$ cat src/rtl/demux1_16x1_seq.sv
// ---------------------------------------------------------------------------
// demux1_16x1_seq
//
// Sequential 1-to-16 demultiplexer / deserializer. This is the receive end of
// the 16:1 mux + 4-bit counter serializer. Serial bits land in a registered
// 16-bit word, either in an explicitly addressed lane or in consecutive lanes
// driven by an internal scan counter. A completed auto-scan word is flagged
// with a one-cycle DONE pulse and held until the consumer acknowledges it.
//
// Optional feature, controlled by the macro DEMUX_PARITY_EN:
//   defined   - an auto-scan frame is followed by one even-parity bit. PERR
//               reports the parity check result.
//   undefined - there is no parity phase, and PERR is tied to 0.
//
// Ports:
//   CLK    in   1      rising-edge clock
//   RST    in   1      asynchronous active-low reset
//   D      in   1      serial data bit
//   VALID  in   1      D is valid this cycle
//   READY  out  1      block accepts D this cycle
//   MODE   in   1      0 = addressed, 1 = auto-scan (sampled only in IDLE)
//   S      in   SEL_W  target lane in addressed mode
//   ACK    in   1      consumer has taken Y and releases HOLD
//   CLR    in   1      synchronous clear (wins over VALID and ACK)
//   Y      out  WIDTH  registered lane outputs
//   IDX    out  SEL_W  current scan index
//   DONE   out  1      one-cycle pulse in the first HOLD cycle
//   PERR   out  1      parity error flag
// ---------------------------------------------------------------------------
module demux1_16x1_seq #(
    parameter int WIDTH = 16,
    parameter int SEL_W = 4
) (
    input  logic             CLK,
    input  logic             RST,
    input  logic             D,
    input  logic             VALID,
    output logic             READY,
    input  logic             MODE,
    input  logic [SEL_W-1:0] S,
    input  logic             ACK,
    input  logic             CLR,
    output logic [WIDTH-1:0] Y,
    output logic [SEL_W-1:0] IDX,
    output logic             DONE,
    output logic             PERR
);

`ifdef DEMUX_PARITY_EN
    typedef enum logic [1:0] {
        ST_IDLE = 2'd0,
        ST_FILL = 2'd1,
        ST_HOLD = 2'd2,
        ST_PAR  = 2'd3
    } state_t;
`else
    typedef enum logic [1:0] {
        ST_IDLE = 2'd0,
        ST_FILL = 2'd1,
        ST_HOLD = 2'd2
    } state_t;
`endif

    localparam logic [SEL_W-1:0] IDX_LAST = SEL_W'(WIDTH - 1);

    state_t             state_q, state_d;
    logic [WIDTH-1:0]   y_q, y_d;
    logic [SEL_W-1:0]   idx_q, idx_d;
    logic               mode_q, mode_d;
    logic               done_q, done_d;
`ifdef DEMUX_PARITY_EN
    logic               perr_q, perr_d;
`endif
    logic               xfer;

    // Only HOLD refuses data. Every other state, including PAR, accepts a bit.
    assign READY = (state_q != ST_HOLD);
    assign xfer  = VALID && READY;

    always_comb begin
        state_d = state_q;
        y_d     = y_q;
        idx_d   = idx_q;
        mode_d  = mode_q;
        done_d  = 1'b0;
`ifdef DEMUX_PARITY_EN
        perr_d  = perr_q;
`endif
        if (CLR) begin
            state_d = ST_IDLE;
            y_d     = '0;
            idx_d   = '0;
`ifdef DEMUX_PARITY_EN
            perr_d  = 1'b0;
`endif
        end else begin
            case (state_q)
                ST_IDLE: begin
                    if (xfer) begin
                        mode_d = MODE;
                        if (MODE) begin
                            y_d[0]  = D;
                            idx_d   = SEL_W'(1);
                            state_d = ST_FILL;
`ifdef DEMUX_PARITY_EN
                            // A new frame starts with a clean parity flag.
                            perr_d  = 1'b0;
`endif
                        end else begin
                            y_d[S] = D;
                        end
                    end
                end
                ST_FILL: begin
                    // FILL is only reached in auto mode. The mode_q term keeps
                    // the latched mode authoritative for the whole frame.
                    if (xfer && mode_q) begin
                        y_d[idx_q] = D;
                        idx_d      = idx_q + 1'b1;   // wraps to 0 after lane 15
                        if (idx_q == IDX_LAST) begin
`ifdef DEMUX_PARITY_EN
                            state_d = ST_PAR;
`else
                            state_d = ST_HOLD;
                            done_d  = 1'b1;
`endif
                        end
                    end
                end
`ifdef DEMUX_PARITY_EN
                ST_PAR: begin
                    // Even parity over the word plus the parity bit must be 0.
                    if (xfer) begin
                        perr_d  = (^y_q) ^ D;
                        done_d  = 1'b1;
                        state_d = ST_HOLD;
                    end
                end
`endif
                ST_HOLD: begin
                    // Y is retained on release. The consumer already has it.
                    if (ACK) begin
                        state_d = ST_IDLE;
                    end
                end
                default: begin
                    state_d = ST_IDLE;
                end
            endcase
        end
    end

    always_ff @(posedge CLK or negedge RST) begin
        if (!RST) begin
            state_q <= ST_IDLE;
            y_q     <= '0;
            idx_q   <= '0;
            mode_q  <= 1'b0;
            done_q  <= 1'b0;
`ifdef DEMUX_PARITY_EN
            perr_q  <= 1'b0;
`endif
        end else begin
            state_q <= state_d;
            y_q     <= y_d;
            idx_q   <= idx_d;
            mode_q  <= mode_d;
            done_q  <= done_d;
`ifdef DEMUX_PARITY_EN
            perr_q  <= perr_d;
`endif
        end
    end

    assign Y    = y_q;
    assign IDX  = idx_q;
    assign DONE = done_q;
`ifdef DEMUX_PARITY_EN
    assign PERR = perr_q;
`else
    assign PERR = 1'b0;
`endif

endmodule

$ cat config.mk
export PLATFORM = sky130hd
export DESIGN_NAME = demux1_16x1_seq
export DESIGN_NICKNAME = d
export VERILOG_FILES = /design/src/rtl/demux1_16x1_seq.sv
export SDC_FILE = /design/constraint.sdc
export NUM_CORES = 1
export LEC_CHECK = 0
export BUFFER_PORTS_ARGS = -buffer_cell sky130_fd_sc_hd__buf_2
export CELL_PAD_IN_SITES_DETAIL_PLACEMENT = 1
export CELL_PAD_IN_SITES_GLOBAL_PLACEMENT = 1
export CORE_MARGIN = 3
export CORE_UTILIZATION = 37
export CTS_CLUSTER_SIZE = 25
export DETAILED_ROUTE_END_ITERATION = 7
export PLACE_DENSITY = 0.83
export RECOVER_POWER = 100
export SYNTH_ARGS = -nofsm -noshare
export SYNTH_HDL_FRONTEND = slang
export SYNTH_SLANG_ARGS = --single-unit
$ cat constraint.sdc
create_clock -name CLK -period 1.48 [get_ports CLK]
set_input_delay 0.222 -clock CLK [delete_from_list [all_inputs] [get_ports CLK]]
set_output_delay 0.222 -clock CLK [all_outputs]
set_load 0.03 [all_outputs]
==> metrics.yaml <==
routing:
  drc: 0
  drtAntennaViolNets: 0
  viasPerCell: 5.69
  first_pass_iters: 4
  drt_iter0_drc: 115
  dr_total_vias: 1566
  drt-total-wl_um: 5390
  wl_per_cell_um: 19.6
power:
  p_sw_uw: 469
  seq_power_share: 0.423
  powerDensity_nw_per_um2: 754
  static-leakage-power_nw: 0.955
  power_frac_comb: 0.213
  clockPowerShare: 0.364
  internal-power_mw: 1.18
  irDropWorstVdd_mv: 0.277
  power_mw: 1.65
  switching_share: 0.285
hold_path:
  hp-start: "ACK"
  hold_class: "in2reg"
  worst_hold_path.num_cells: 3
  min_to: "state_q[1]"
critical_path:
  critPathLaunchType: "register"
  crit_path_end_kind: "register"
  reg2reg_to: "Y[2]"
  timing.rr.start: "IDX[0]"
  r2r.worst_path.cells: 6
  path_max_fanout: 5
  worstPathArrival_ns: 1.74
  required_ns: 1.67
  reg2reg_slack_ns: -0.07
  path_class: "reg2reg"
placed_design:
  dp_cells: 260
  pre_cts_ws_ns: -0.0657
  placed_cell_area_um2: 1880
  place_congestion: 0.869
  dp_hpwl_um: 3110
  io_buffer_count: 32
timing:
  fmax_mhz: 645
  setup-violations-final: 4
  maxSlewViolCount: 0
  fin_worst_skew_ns: 0.00580
  fin_crit_sh: 1.05
  max_slew.worst_pin.slew_ns: 0.633
  fin_ws_ns: -0.0707
  grt_setup_unrepaired: "yes"
  max_slew_margin: 0.578
  period_minus_slack_ns: 1.55
  final_hold_viol_count: 0
synthesis:
  syn_area_um2: 1600
  synth-seq-cells: 24
  synth-compound-area-share: 0.131
  synth_top_family_by_area: "simple AND/OR/NAND/NOR gates"
  synthAdderAreaFrac: 0.0313
  syn_nets: 188
  yosys_warnings: 0
  synthXorXnorAreaFrac: 0
  synth_edf_count: 0
  ys_types: 38
  synthSimpleGateAreaFrac: 0.294
  synth_area_per_cell_um2: 9.24
  syn_inst: 173
  ys.flop_type: "dfrtp_1"
  ys_seq_area_frac: 0.376
  async_flop_share: 1.00
  synthMuxAreaShare: 0.115
status:
  violations: "negative setup slack"
  outcome: "finished with violations"
floorplan:
  die_w_um: 71.7
  row_count: 23
  io_pins: 34
  fp.dieH_um: 71.7
  fp.coreArea_um2: 4090
  design.die.area_um2: 5150
  start_util: 0.391
global_route:
  track_usage: 0.187
  grt_pass1_vias: 1515
  grt_pass1_wl_um: 7600
  grt-ovfl-total: 0
  antenna_found_initial: 0
  grt_start_max_net_pins: 25
clock_network:
  clock-root-buffer: "clkbuf_8"
  clkSinkCount: 24
  clk_pin_slew_worst_paths_ns: 0.10
  cts_tree: "yes"
  htreeDepth: 1
  cts-buffers-inserted: 3
  clk_path_buf_depth: 2
  clk_latency_ns: 0.28
layout:
  stdcell_area_um2: 2180
  drive_above_1_share: 0.360
  area_growth_syn_to_layout_pct: 36.6
  antenna_cells: 0
  layout.nets: 241
  fin_cells: 275
  fin_util: 0.535
job:
  maxCapViolCount: 0
-- cells in the final DEF (no fill, tap or decap), types with 2 or more instances in the layout --
| cell | instances |
|---|---|
| nor2b_2 | 2 |
| buf_4 | 21 |
| nand2_1 | 17 |
| a21oi_1 | 2 |
| o21ai_0 | 2 |
| nand2b_1 | 25 |
| mux2_2 | 3 |
| nor3_1 | 4 |
| nor4_4 | 2 |
| o21ai_2 | 2 |
| nand3b_1 | 3 |
| buf_6 | 6 |
| inv_1 | 2 |
| nor3_2 | 3 |
| nor4_1 | 2 |
| buf_2 | 12 |
| o32ai_2 | 5 |
| nor4_2 | 2 |
| clkbuf_1 | 18 |
| clkbuf_8 | 3 |
| nor2_1 | 8 |
| mux2i_1 | 15 |
| a21oi_4 | 2 |
| dfrtp_2 | 5 |
| ha_1 | 3 |
| dfrtp_1 | 19 |
| nand3_1 | 3 |
| o21ai_1 | 6 |
| o32ai_1 | 3 |
-- power by group through the flow --
stage | registers, mW | logic (mW) | clock network (mW)
floorplan | 0.724 | 0.151 | 0
global placement | 0.707 | 0.266 | 0
detailed placement | 0.708 | 0.271 | 0
CTS | 0.695 | 0.296 | 0.609
global route | 0.699 | 0.376 | 0.642
finish | 0.697 | 0.351 | 0.599
-- per-stage QoR --
stage / hold slack [ns] / setup TNS, ns
finish: 0.203 / -0.104
global route: 0.216 / -1.18
CTS: 0.207 / -0.0140
detailed placement: 0.248 / -0.146
global placement: 0.234 / -0.0190
floorplan: -0.0736 / 0
-- registers in the layout, indices dropped and copies added, names as in the netlist --
register,count
Y,16
IDX,4
state_q,2
DONE,1
mode_q,1
-- synthesized netlist by cell type, drive strengths merged, types with 3 or more instances --
library cell,n,area [um^2]
or2,3,18.8
inv,3,11.3
o21ai,10,57.6
dfrtp,24,601
nand3b,3,22.5
nor3,7,35.0
buf,7,52.5
mux2i,15,150
ha,4,50.1
nor4,6,37.5
nor2b,3,18.8
nand3,3,15.0
a21oi,4,27.5
nor2,8,30.0
mux2,3,33.8
nand2b,27,169
o32ai,8,70.1
clkbuf,4,16.3
nand2,17,63.8
-- cell families after synthesis --
group | after synthesis
other cells | 1
mux | 18
flops | 24
compound gates | 28
fa+ha+maj | 4
buf+inv | 14
simple gates | 84
-- area by class of cell --
cell class,instances,area (um^2)
sequential,24,607
timing repair buffer,59,368
clock buffer,3,41.3
tap,50,62.6
inverter,3,11.3
multi-input combinational,135,1060
clock inverter,1,30.0
fill,474,1900
-- metal layers --
metal  wire length [um]  vias to the layer above  global-route usage
met1               2240                      791               0.243
met5                  0                        -                   0
li1                   -                      712                   -
met4                103                        0              0.0752
met3                230                       10              0.0238
met2               2810                       53               0.315
-- how the worst max path moves through the flow --
stage / slack, ns / start / endpoint
detailed placement: -0.07 / state_q[0] / IDX[0]
floorplan: 0.004 / IDX[3] / state_q[0]
global placement: -0.02 / state_q[0] / IDX[0]
global route: -0.20 / IDX[0] / Y[2]
CTS: -0.01 / state_q[0] / READY
finish: -0.07 / IDX[0] / Y[2]
-- critical path, stage by stage (launching register included) --
cell	delay, ns
dfrtp_2	0.45
inv_2	0.08
ha_1	0.15
nand3b_1	0.24
nor3_2	0.29
o21ai_2	0.09
mux2i_1	0.18
-- repair_timing --
| item | in CTS | in global routing |
|---|---|---|
| pin swaps | 3 | 3 |
| gates resized for setup | 13 | 31 |
| hold buffers | 1 | 0 |
| setup buffers | 2 | 7 |
| cloned | 0 | 1 |
| endpoints found under the hold margin | 24 | 0 |
| endpoints found under the setup margin | 15 | 22 |
Note: power is estimated with default switching activity, not from simulation.
